--- config.mk ---
export PLATFORM = sky130hd
export DESIGN_NAME = pifo_test_sequencer
export DESIGN_NICKNAME = d
export VERILOG_FILES = /design/src/rtl/pifo_test_sequencer_pkg.sv /design/src/rtl/pifo_test_sequencer_phase_timer.sv /design/src/rtl/pifo_test_sequencer.sv
export SDC_FILE = /design/constraint.sdc
export NUM_CORES = 1
export LEC_CHECK = 0
export CORE_AREA = 2 2 139 168
export DETAILED_ROUTE_END_ITERATION = 8
export DIE_AREA = 0 0 141 170
export PLACE_DENSITY = 0.77
export SLEW_MARGIN = 15
export SYNTH_ARGS = -nofsm -noshare
export SYNTH_HDL_FRONTEND = slang
export SYNTH_HIERARCHICAL = 1
export SYNTH_SLANG_ARGS = --single-unit
--- constraint.sdc ---
create_clock -name clk -period 4.12 [get_ports clk]
set_input_delay 0.824 -clock clk [delete_from_list [all_inputs] [get_ports clk]]
set_output_delay 0.824 -clock clk [all_outputs]
set_load 0.01 [all_outputs]
--- src/rtl/pifo_test_sequencer_pkg.sv ---
// Shared bench header for the PIFO test sequencer: default widths, counter types and the sequencer state enum.
package pifo_test_sequencer_pkg;

  localparam int COUNTER_W         = 32;
  localparam int PHASE_CYCLES_W    = 16;
  localparam int DRAIN_TIMEOUT_DEF = 4096;

  typedef logic [COUNTER_W-1:0]      counter_signal_t;
  typedef logic [PHASE_CYCLES_W-1:0] phase_cycles_t;

  typedef enum logic [2:0] {
    IDLE,
    GEN,
    DRAIN,
    CHECK,
    DONE
  } seq_state_e;

endpackage

--- src/rtl/pifo_test_sequencer_phase_timer.sv ---
// Loadable down-counter with a zero flag; times GEN windows and the optional drain watchdog.
module pifo_test_sequencer_phase_timer #(
  parameter int W = 16
) (
  input  logic         clk,
  input  logic         reset_n,
  input  logic         load,
  input  logic [W-1:0] load_val,
  input  logic         dec,
  output logic         zero
);

  logic [W-1:0] cnt;

  // NOTE: sequential state is written with <= so every flop samples pre-edge values.
  always_ff @(posedge clk) begin
    if (!reset_n) begin
      cnt <= '0;
    end else if (load) begin
      cnt <= load_val;
    end else if (dec && (cnt != '0)) begin
      cnt <= cnt - W'(1);
    end
  end

  assign zero = (cnt == '0);

endmodule

--- src/rtl/pifo_test_sequencer.sv ---
// PIFO test sequencer: runs fill (GEN) / drain (DRAIN) phases, counts enqueues and dequeues, flags a mismatch.
// Define PIFO_SEQ_TIMEOUT_EN to add the drain watchdog (o__timeout); otherwise DRAIN waits indefinitely.
module pifo_test_sequencer
  import pifo_test_sequencer_pkg::*;
#(
  parameter int CNT_W = COUNTER_W,
  parameter int CYC_W = PHASE_CYCLES_W
`ifdef PIFO_SEQ_TIMEOUT_EN
  ,
  parameter int DRAIN_TIMEOUT = DRAIN_TIMEOUT_DEF
`endif
) (
  input  logic             clk,
  input  logic             reset_n,
  input  logic             i__start,
  input  logic [CNT_W-1:0] i__num_phases,
  input  logic [CYC_W-1:0] i__gen_cycles,
  input  logic             i__enq_valid,
  input  logic             i__pifo_empty,
  input  logic             i__pifo_deq_ready,
  output logic             o__generate_phase,
  output logic [CNT_W-1:0] o__phase_count,
  output logic             o__deq_req,
  output logic             o__busy,
  output logic             o__done,
  output logic [CNT_W-1:0] o__enq_count,
  output logic [CNT_W-1:0] o__deq_count,
  output logic             o__mismatch,
  output logic             o__timeout
);

  seq_state_e       state_q, state_n;
  logic             start_q, start_rise;
  logic             deq_acc, drain_exit, last_phase, phase_inc;
  logic [CNT_W-1:0] num_phases_q, phase_q, enq_q, deq_q;
  logic [CYC_W-1:0] gen_cycles_q, gen_cfg, gen_load_val;
  logic             gen_load, gen_zero, wd_zero;
  logic             gen_phase_q, busy_q, done_q, mismatch_q;

  assign start_rise = i__start && !start_q;
  assign o__deq_req = (state_q == DRAIN) && !i__pifo_empty;
  assign deq_acc    = o__deq_req && i__pifo_deq_ready;
  assign drain_exit = i__pifo_empty && !deq_acc;
  assign last_phase = (phase_q + CNT_W'(1)) == num_phases_q;

  // The timer holds max(gen_cycles,1)-1 so its zero flag marks the last GEN cycle.
  // On the launch edge the config is still on the inputs, not yet in the capture registers.
  assign gen_cfg      = (state_q == IDLE) ? i__gen_cycles : gen_cycles_q;
  assign gen_load_val = (gen_cfg == '0) ? '0 : gen_cfg - CYC_W'(1);
  assign gen_load     = (state_n == GEN) && (state_q != GEN);

  pifo_test_sequencer_phase_timer #(.W(CYC_W)) u_gen_timer (
    .clk      (clk),
    .reset_n  (reset_n),
    .load     (gen_load),
    .load_val (gen_load_val),
    .dec      (state_q == GEN),
    .zero     (gen_zero)
  );

`ifdef PIFO_SEQ_TIMEOUT_EN
  localparam int WD_W = $clog2(DRAIN_TIMEOUT + 1);

  logic timeout_q;

  pifo_test_sequencer_phase_timer #(.W(WD_W)) u_watchdog (
    .clk      (clk),
    .reset_n  (reset_n),
    .load     ((state_n == DRAIN) && (state_q != DRAIN)),
    .load_val (WD_W'(DRAIN_TIMEOUT - 1)),
    .dec      (state_q == DRAIN),
    .zero     (wd_zero)
  );

  // A normal drain exit in the same cycle wins over the watchdog.
  always_ff @(posedge clk) begin
    if (!reset_n) begin
      timeout_q <= 1'b0;
    end else if ((state_q == IDLE) && start_rise) begin
      timeout_q <= 1'b0;
    end else if ((state_q == DRAIN) && wd_zero && !drain_exit) begin
      timeout_q <= 1'b1;
    end
  end

  assign o__timeout = timeout_q;
`else
  assign wd_zero    = 1'b0;
  assign o__timeout = 1'b0;
`endif

  // NOTE: every signal written here gets a default first, so no path can infer a latch.
  always_comb begin
    state_n   = state_q;
    phase_inc = 1'b0;
    case (state_q)
      IDLE:  if (start_rise) state_n = (i__num_phases == '0) ? CHECK : GEN;
      GEN:   if (gen_zero) state_n = DRAIN;
      DRAIN: begin
        if (drain_exit) begin
          if (last_phase) begin
            state_n = CHECK;
          end else begin
            state_n   = GEN;
            phase_inc = 1'b1;
          end
        end else if (wd_zero) begin
          state_n = CHECK;
        end
      end
      CHECK: state_n = DONE;
      DONE:  if (!i__start) state_n = IDLE;
      default: state_n = IDLE;
    endcase
  end

  always_ff @(posedge clk) begin
    if (!reset_n) begin
      state_q      <= IDLE;
      start_q      <= 1'b0;
      num_phases_q <= '0;
      gen_cycles_q <= '0;
      phase_q      <= '0;
      enq_q        <= '0;
      deq_q        <= '0;
      gen_phase_q  <= 1'b0;
      busy_q       <= 1'b0;
      done_q       <= 1'b0;
      mismatch_q   <= 1'b0;
    end else begin
      state_q     <= state_n;
      start_q     <= i__start;
      gen_phase_q <= (state_n == GEN);
      busy_q      <= (state_n inside {GEN, DRAIN, CHECK});
      done_q      <= (state_n == DONE);

      if ((state_q == IDLE) && start_rise) begin
        num_phases_q <= i__num_phases;
        gen_cycles_q <= i__gen_cycles;
        phase_q      <= '0;
        enq_q        <= '0;
        deq_q        <= '0;
        mismatch_q   <= 1'b0;
      end else begin
        // Both totals saturate rather than wrap.
        if ((state_q != IDLE) && i__enq_valid && (enq_q != '1)) enq_q <= enq_q + CNT_W'(1);
        if (deq_acc && (deq_q != '1)) deq_q <= deq_q + CNT_W'(1);
        if (phase_inc) phase_q <= phase_q + CNT_W'(1);
        if (state_q == CHECK) mismatch_q <= (enq_q != deq_q);
      end
    end
  end

  assign o__generate_phase = gen_phase_q;
  assign o__phase_count    = phase_q;
  assign o__busy           = busy_q;
  assign o__done           = done_q;
  assign o__enq_count      = enq_q;
  assign o__deq_count      = deq_q;
  assign o__mismatch       = mismatch_q;

endmodule

==> summary.txt, run 1 <==
Placement
  • PortBufs: 154
  • Gpl congestion: 0.926
  • DP Area: 0.0117 mm2
  • DP Wirelength: 20.7 mm

Global route
  • Largest net degree at the start of global routing: 65
  • Initial antenna violation count: 2
  • GRT Util Overall: 23.6%
  • First-pass GRT wire length: 46.0 mm
  • Grt ovf: 0
  • Vias in the first global route: 9129

Synthesis
  • Synth Register Bits: 168
  • Main synth FF type: dfxtp_1
  • Post-synth ARST share: 0%
  • Post-synthesis cell type count: 69
  • Synth Instances: 1252
  • Post-Synthesis Net Count: 1311
  • Yosys Warn Count: 6
  • Post-synthesis cell area: 0.00988 mm2
  • Post-synth EDFFs: 0
  • Avg Inst Size Synth: 7.89 um2
  • Register area share after synthesis: 34.0%

Die
  • Initial Utilization: 44.3%
  • Core area: 0.0223 mm2
  • Die X: 141 um
  • Floorplan row count: 60
  • Die area: 0.0240 mm2
  • Die span in y: 170 um
  • I/O pins: 156

CTS
  • H-Tree Depth: 4
  • Max clock buf depth: 2
  • Num CTS Buffers: 17
  • CTS tree: yes
  • TritonCTS Sinks: 168
  • Cts-stage hold buffer count: 0
  • Post-CTS Resized: 0
  • Setup bufs post-CTS: 0
  • Clock latency on the worst-skew pair: 0.44 ns
  • CTS clk-pin slew, worst paths: 0.07 ns
  • Clock Tree Root: clkbuf_16

Cells and area
  • Area of the multi-input gates: 0.00611 mm2
  • Storage cell area: 0.00336 mm2
  • Area Growth Syn to Fin: 24.3%
  • Design Area, Final: 0.0123 mm2
  • Most common cell after layout, fill and taps aside: nand2_1
  • Commonest non-fill, non-tap cells in the layout: nand2_1, dfxtp_1, clkdlybuf4s50_1
  • Final nets: 1434
  • Filler cells: 2009
  • Share of cells above drive strength 1: 6.05%

STA
  • Final number of setup-violating endpoints: 0
  • Final hold vios: 0
  • Max Freq: 259 MHz
  • Slew @ Worst Pin: 0.972 ns
  • Final Critical Period: 3.85 ns
  • Clk_skew: 0.0108 ns
  • TNS Setup: 0 ns
  • Final period util: 93.6%
  • Unrepaired setup endpoints after global routing: false
  • Max-slew violation count: 0
  • Max-slew headroom: 34.3%

Critical path
  • CP dominant cell by count: a211oi_1
  • Worst-path cell chain: ha_1, nand3_1, or3_1, or4_1, a211o_1, or4_4, nor4_4, o21a_1, a211oi_1, inv_1, buf_6, nor2_1, a211oi_1
  • Critical path startpoint category: register
  • CP max stage delay: 0.55 ns
  • Top Family by Delay on Critical Path: simple AND/OR/NAND/NOR gates
  • Type of the worst setup path: reg2reg
  • Slowest-stage cell, CP: or4_4
  • Max Fanout on Critical Path: 29
  • CP Data Arrival Time: 4.21 ns
  • WP buf/inv: 2
  • Worst Setup End Kind: register
  • Data required, critical path: 4.47 ns

Drt
  • Number of DRC markers in iteration 0: 638
  • Routed Antenna Nets: 0
  • DR vias: 9628
  • Vias per cell: 5.77
  • DRC: 0
  • Wirelength, routed: 28.4 mm
  • Wire length per cell: 17.0 um
  • First-pass iteration count of the detailed router: 5

Status
  • Status: complete, no violations

Hold path
  • Worst hold-check path type: reg2reg

Power and ir drop
  • Pwr Density: 324 mW/mm2
  • Pleak: 4.23 nW
  • Worst vdd ir: 0.000278 V

Run
  • Maxcap violations: 0
-- power breakdown --
| part | switching (W) | internal [W] |
|---|---|---|
| Clock | 0.000720 | 0.000967 |
| Sequential | 0.0000693 | 0.00168 |
| Combinational | 0.000291 | 0.000241 |
-- state kept, by name, summed over array words and instances (netlist names), 3 cells and up --
signal	cells
gen_cycles_q	16
num_phases_q	32
o__deq_count	32
o__enq_count	32
o__phase_count	32
state_q	3
u_gen_timer/cnt	16
-- logic make-up (layout without fill, tap and decap cells) --
group	Yosys count	in the layout	synth area share [%]
other	1	3	0.0380
muxes	21	21	2.39
DFF	168	168	34.0
adders and majority gates	5	5	0.633
buffers and inverters	97	233	4.23
xor gates and xnor gates	151	151	13.5
and+or+nand+nor	602	602	31.3
AOI/OAI and AO/OA	207	207	13.9
-- worst min-delay path, stage by stage, from the launching register on --
cell and delay (ns):
dfxtp_1 0.31, nand2_1 0.05, a21boi_0 0.06
-- stage by stage --
stage               worst slack, ns  hold slack, ns  instances  util, %  total power (W)
floorplan                   0.00248           0.444       1252        -          0.00214
global placement              0.324           0.452       1635     52.3          0.00230
detailed placement            0.258           0.459       1635     52.3          0.00231
CTS                           0.239           0.470       1667     55.0          0.00399
global route                 0.0139           0.498       1668     55.0          0.00413
finish                        0.265           0.468       1669     55.1          0.00397
-- layout make-up --
| type | count | area share [%] |
|---|---|---|
| well taps | 279 | 2.84 |
| clock inverters | 15 | 1.54 |
| repair buffers | 181 | 14.3 |
| diodes | 2 | 0.0408 |
| clock buffers | 17 | 3.47 |
| inverters | 20 | 0.612 |
| flip-flops and latches | 168 | 27.4 |
| multi-input cells | 987 | 49.8 |
-- synthesized netlist by cell type, types with 3 or more instances --
master	instances	share of area, %
a21oi_1	51	2.6
o21a_1	3	0.23
dfxtp_1	168	34
nor3b_1	4	0.30
o41ai_1	4	0.35
nor4_1	31	2.0
a31oi_1	5	0.32
o21ai_0	28	1.4
xor2_1	67	5.9
nor3_1	39	2.0
buf_2	4	0.20
o31ai_1	22	1.7
nand2_1	176	6.7
nor2b_1	11	0.70
or4b_2	5	0.51
and3_1	17	1.1
buf_1	6	0.23
clkbuf_1	60	2.3
inv_1	20	0.76
o211ai_1	5	0.38
nand4_1	43	2.7
nor2_1	130	4.9
buf_6	6	0.68
nand3_1	46	2.3
mux2i_1	18	1.8
or4_1	28	2.1
a2111oi_0	3	0.27
nand3b_1	5	0.38
and2_1	11	0.70
a211oi_1	5	0.38
ha_1	5	0.63
a21boi_0	50	3.8
o2111ai_1	6	0.53
and4_1	14	1.2
or3_1	16	1.0
xnor2_1	83	7.4
o21ai_1	6	0.30
o22ai_1	3	0.19
nand2b_1	8	0.51
-- final timing paths --
path | start | to | slack, ns | cells after the start
setup / recovery | o__phase_count[1] | u_gen_timer/cnt[0] | 0.27 | 13
hold / removal | gen_cycles_q[3] | gen_cycles_q[3] | 0.47 | 2
setup reg to reg | o__phase_count[1] | u_gen_timer/cnt[0] | 0.27 | 13
hold reg to reg | gen_cycles_q[3] | gen_cycles_q[3] | 0.47 | 2
-- layer usage --
| layer | global-route usage, % | vias to the layer above | share of wire (%) |
|---|---|---|---|
| met2 | 40.8 | 367 | 49 |
| met1 | 28.4 | 4501 | 41 |
| met5 | 0 | - | 0 |
| met3 | 4.76 | 65 | 6.7 |
| li1 | - | 4695 | - |
| met4 | 10.4 | 0 | 3.8 |
(Power assumes the default switching activity.)
==> run 2: changes to the inputs <==
--- a/config.mk
+++ b/config.mk
@@ -5,7 +5,9 @@
 export SDC_FILE = /design/constraint.sdc
 export NUM_CORES = 1
 export LEC_CHECK = 0
+export CAP_MARGIN = 20
 export CORE_AREA = 2 2 139 168
+export CTS_BUF_LIST = sky130_fd_sc_hd__clkbuf_8
 export DETAILED_ROUTE_END_ITERATION = 8
 export DIE_AREA = 0 0 141 170
 export PLACE_DENSITY = 0.77
==> run 2 against run 1 <==
Compared with the run above: fmax is 0.31% higher; largest cell class unchanged; design area is 1.5% lower; utilization is 0.84 points lower; global-route usage is 0.083 points lower; critical path type unchanged; flip-flop and latch count stayed put; non-clock buffer count is 1 higher; worst hold slack better by 0.0035 ns; first-iteration DRC count is 8.2% higher.
==> summary.txt, run 2 (synthesized netlist as in run 1, its figures left out) <==
Cells and area
  • Share of cells above drive strength 1: 6.12%
  • Most common cell after layout, fill and taps aside: nand2_1
  • Area of the multi-input gates: 0.00611 mm2
  • Storage cell area: 0.00336 mm2
  • Area Growth Syn to Fin: 22.4%
  • Filler cells: 2031
  • Commonest non-fill, non-tap cells in the layout: nand2_1, dfxtp_1, clkdlybuf4s50_1
  • Final nets: 1435

Critical path
  • Data required, critical path: 4.53 ns
  • Type of the worst setup path: reg2reg
  • CP Data Arrival Time: 4.25 ns
  • Worst Setup End Kind: register
  • Critical path startpoint category: register
  • Max Fanout on Critical Path: 29

STA
  • Final Critical Period: 3.84 ns
  • Max Freq: 260 MHz
  • TNS Setup: 0 ns
  • Max-slew headroom: 35.0%
  • Unrepaired setup endpoints after global routing: false
  • Clk_skew: 0.0157 ns
  • Slew @ Worst Pin: 0.962 ns
  • Final period util: 93.3%
  • Final hold vios: 0
  • Final number of setup-violating endpoints: 0
  • Max-slew violation count: 0

Die
  • Core area: 0.0223 mm2
  • Initial Utilization: 44.3%
  • I/O pins: 156
  • Die span in y: 170 um
  • Floorplan row count: 60
  • Die area: 0.0240 mm2
  • Die X: 141 um

Power and ir drop
  • Worst vdd ir: 0.000214 V
  • Power, Total: 0.00357 W
  • Pleak: 4.15 nW
  • Pwr Density: 295 mW/mm2

Drt
  • Number of DRC markers in iteration 0: 690
  • Routed Antenna Nets: 0
  • First-pass iteration count of the detailed router: 7
  • Wirelength, routed: 28.3 mm
  • DR vias: 9637
  • DRC: 0
  • Vias per cell: 5.77
  • Wire length per cell: 16.9 um

Placement
  • PortBufs: 154
  • DP Wirelength: 20.7 mm
  • Gpl congestion: 0.926

CTS
  • Clock latency on the worst-skew pair: 0.48 ns
  • Post-CTS Resized: 0
  • CTS tree: yes
  • CTS clk-pin slew, worst paths: 0.09 ns
  • H-Tree Depth: 4
  • Setup bufs post-CTS: 0
  • Clock Tree Root: clkbuf_8
  • Cts-stage hold buffer count: 0
  • TritonCTS Sinks: 168
  • Max clock buf depth: 2
  • Num CTS Buffers: 17

Run
  • Maxcap violations: 0

Global route
  • Grt ovf: 0
  • GRT Util Overall: 23.5%
  • Largest net degree at the start of global routing: 65
  • First-pass GRT wire length: 45.9 mm
  • Initial antenna violation count: 2
  • Vias in the first global route: 9010

Hold path
  • Worst hold-check path type: reg2reg

Status
  • Status: complete, no violations
==> run 2: changes by cell type in the layout (fill, tap and decap cells not counted), sizes merged <==
cell / previous run / this run
clkbuf: 17 / 18
==> run 2: per-layer routing <==
layer | share of wire [%] | up-vias | wire (um) | global-route usage [%]
met5 | 0 | - | 0 | 0
met4 | 3.0 | 0 | 851 | 8.96
met3 | 6.4 | 50 | 1810 | 4.73
met2 | 49 | 338 | 13900 | 41.0
met1 | 41 | 4558 | 11700 | 28.5
li1 | - | 4691 | - | -
==> run 2: worst paths after layout <==
kind | from | end | slack [ns] | cells past startpoint
max | o__phase_count[1] | u_gen_timer/cnt[1] | 0.28 | 13
min | gen_cycles_q[3] | gen_cycles_q[3] | 0.47 | 2
min reg2reg | gen_cycles_q[3] | gen_cycles_q[3] | 0.47 | 2
max reg2reg | o__phase_count[1] | u_gen_timer/cnt[1] | 0.28 | 13
==> run 2: per-stage QoR <==
step	util (%)	instance area, um2	setup WS, ns	cells	hold WS [ns]
floorplan	-	9880	0.00248	1252	0.444
global placement	52.3	11700	0.324	1635	0.452
detailed placement	52.3	11700	0.258	1635	0.459
CTS	54.2	12100	0.233	1667	0.474
global route	54.2	12100	0.00653	1669	0.502
finish	54.2	12100	0.277	1670	0.472
==> run 2: cell type report <==
cell class,count,share of cell area [%]
multi-input combinational,987,50.6
sequential,168,27.8
timing repair buffer,182,14.6
tap,279,2.89
clock buffer,17,1.94
clock inverter,15,1.56
inverter,20,0.621
antenna,2,0.0414
==> run 2: report_power, final <==
group	switching (W)	total (W)	internal (W)	leakage (nW)
registers	0.0000693	0.00175	0.00168	1.36
clock network	0.000670	0.00128	0.000612	0.208
logic	0.000291	0.000533	0.000242	2.58
==> run 2: critical path, stage by stage, from the launching register on <==
cell and delay, ns:
dfxtp_1 0.42, ha_1 0.27, nand3_1 0.12, or3_1 0.40
or4_1 0.54, a211o_1 0.30, or4_4 0.55, nor4_4 0.26
o21a_1 0.18, a211oi_1 0.11, inv_1 0.12, buf_6 0.21
o221ai_1 0.14, a21oi_1 0.16
==> run 3: changes to the inputs <==
==> constraint.sdc (replaced) <==
create_clock -name clk -period 4.12 [get_ports clk]
set_input_delay 0.824 -clock clk [delete_from_list [all_inputs] [get_ports clk]]
set_output_delay 0.824 -clock clk [all_outputs]
set_load 0.02 [all_outputs]
==> run 3 against run 2 <==
Compared with the run above: die area is the same; critical path type unchanged; cell count shrank 0.24%; highest routed layer unchanged; flip-flop and latch count is the same; fmax shrank 1.7%; first-iteration DRC count shrank 18%; non-clock buffer count shrank 1; critical endpoint unchanged; utilization grew 0.090 points; count of clock-buffer cells in the layout grew 1; sequential power is essentially flat; register-to-register slack lost 0.07 ns; total power grew 1.7%.
==> summary.txt, run 3 (synthesized netlist as in run 1, its figures left out) <==
Cells and area
  • Final nets: 1434
  • Commonest non-fill, non-tap cells in the layout: nand2_1, dfxtp_1, clkdlybuf4s50_1
  • Design Area, Final: 0.0121 mm2
  • Most common cell after layout, fill and taps aside: nand2_1
  • Share of cells above drive strength 1: 5.91%
  • Filler cells: 2053
  • Area Growth Syn to Fin: 22.6%
  • N_diodes: 0
  • Final Util: 54.3%

Drt
  • DRC: 0
  • Vias per cell: 5.71
  • Wire length per cell: 16.4 um
  • Routed Antenna Nets: 0
  • Wirelength, routed: 27.2 mm
  • DR vias: 9509
  • Number of DRC markers in iteration 0: 567
  • First-pass iteration count of the detailed router: 6

Critical path
  • Worst-path cell chain: ha_1, nand3_1, or3_1, or4_1, a211o_1, or4_4, nor4_4, o21a_1, a211oi_1, inv_1, buf_6, o221ai_1, a21oi_1
  • WP buf/inv: 2
  • Data required, critical path: 4.50 ns
  • CP Data Arrival Time: 4.29 ns
  • Type of the worst setup path: reg2reg
  • Max Fanout on Critical Path: 29
  • Top Family by Delay on Critical Path: simple AND/OR/NAND/NOR gates
  • Critical path startpoint category: register
  • Worst Setup End Kind: register
  • Slowest-stage cell, CP: or4_4
  • CP max stage delay: 0.56 ns

CTS
  • TritonCTS Sinks: 168
  • Max clock buf depth: 2
  • Num CTS Buffers: 17
  • Clock Tree Root: clkbuf_8
  • Cts-stage hold buffer count: 0
  • H-Tree Depth: 4
  • Clock latency on the worst-skew pair: 0.47 ns
  • CTS clk-pin slew, worst paths: 0.11 ns
  • CTS tree: yes

STA
  • Hold WS: 0.474 ns
  • Max-slew violation count: 0
  • Final Critical Period: 3.91 ns
  • Final number of setup-violating endpoints: 0
  • Max-slew headroom: 36.4%
  • Max Freq: 256 MHz
  • Slew @ Worst Pin: 0.940 ns
  • Final hold vios: 0
  • Clk_skew: 0.0261 ns
  • TNS Setup: 0 ns
  • Final period util: 94.9%

Global route
  • Vias in the first global route: 8788
  • Grt ovf: 0
  • Largest net degree at the start of global routing: 65
  • First-pass GRT wire length: 44.5 mm
  • Initial antenna violation count: 0
  • GRT Util Overall: 22.7%

Status
  • Status: complete, no violations

Die
  • Initial Utilization: 44.3%
  • Die span in y: 170 um
  • I/O pins: 156
  • Core area: 0.0223 mm2
  • Die area: 0.0240 mm2
  • Die X: 141 um
  • Floorplan row count: 60

Placement
  • PortBufs: 154
  • DP Area: 0.0117 mm2
  • Gpl congestion: 0.959
  • DP Wirelength: 20.2 mm

Power and ir drop
  • Pwr Density: 300 mW/mm2
  • Pleak: 4.17 nW
  • Worst vdd ir: 0.000206 V
  • Power, Total: 0.00363 W

Hold path
  • Worst hold-check path type: reg2reg

Run
  • Maxcap violations: 0
==> run 3: final timing paths <==
path,startpoint,to,slack (ns),cells after the start
max,o__phase_count[0],u_gen_timer/cnt[1],0.21,13
min,gen_cycles_q[2],gen_cycles_q[2],0.47,2
max reg2reg,o__phase_count[0],u_gen_timer/cnt[1],0.21,13
min reg2reg,gen_cycles_q[2],gen_cycles_q[2],0.47,2
==> run 3: cell type report <==
| class | instances | area [um2] | share of cell area [%] |
|---|---|---|---|
| Tap cell | 279 | 349 | 2.88 |
| Inverter | 20 | 75.1 | 0.620 |
| Clock inverter | 13 | 204 | 1.68 |
| Sequential cell | 168 | 3370 | 27.8 |
| Timing Repair Buffer | 181 | 1760 | 14.5 |
| Clock buffer | 18 | 248 | 2.05 |
| Multi-Input combinational cell | 987 | 6110 | 50.5 |
==> run 3: power by group <==
group | internal (W) | switching, W | leakage (nW)
clock | 0.000733 | 0.000612 | 0.228
sequential | 0.00168 | 0.0000685 | 1.36
combinational | 0.000243 | 0.000289 | 2.57
total | 0.00266 | 0.000970 | 4.17
==> run 3: stage by stage <==
stage	cells	worst slack [ns]
floorplan	1252	0.000109
global placement	1635	0.378
detailed placement	1635	0.277
CTS	1666	0.223
global route	1666	-0.0144
finish	1666	0.209
==> run 3: layer usage <==
metal / vias up / wire length, um / GRT usage [%]
li1: 4691 / - / -
met1: 4457 / 11500 / 27.7
met2: 312 / 13100 / 38.9
met3: 49 / 1780 / 4.64
met4: 0 / 873 / 9.96
met5: - / 0 / 0
==> run 3: what timing repair did <==
action                                  in CTS  in global routing
setup buffers                                0                  0
endpoints found under the setup margin       0                  4
endpoints found under the hold margin        0                  0
gates resized for setup                      0                  1
==> run 3: worst min-delay path, delay by kind of cell, from the launching register on <==
family          cells  cell delay, ns
simple gates        1            0.05
compound gates      1            0.06
flops               1            0.32
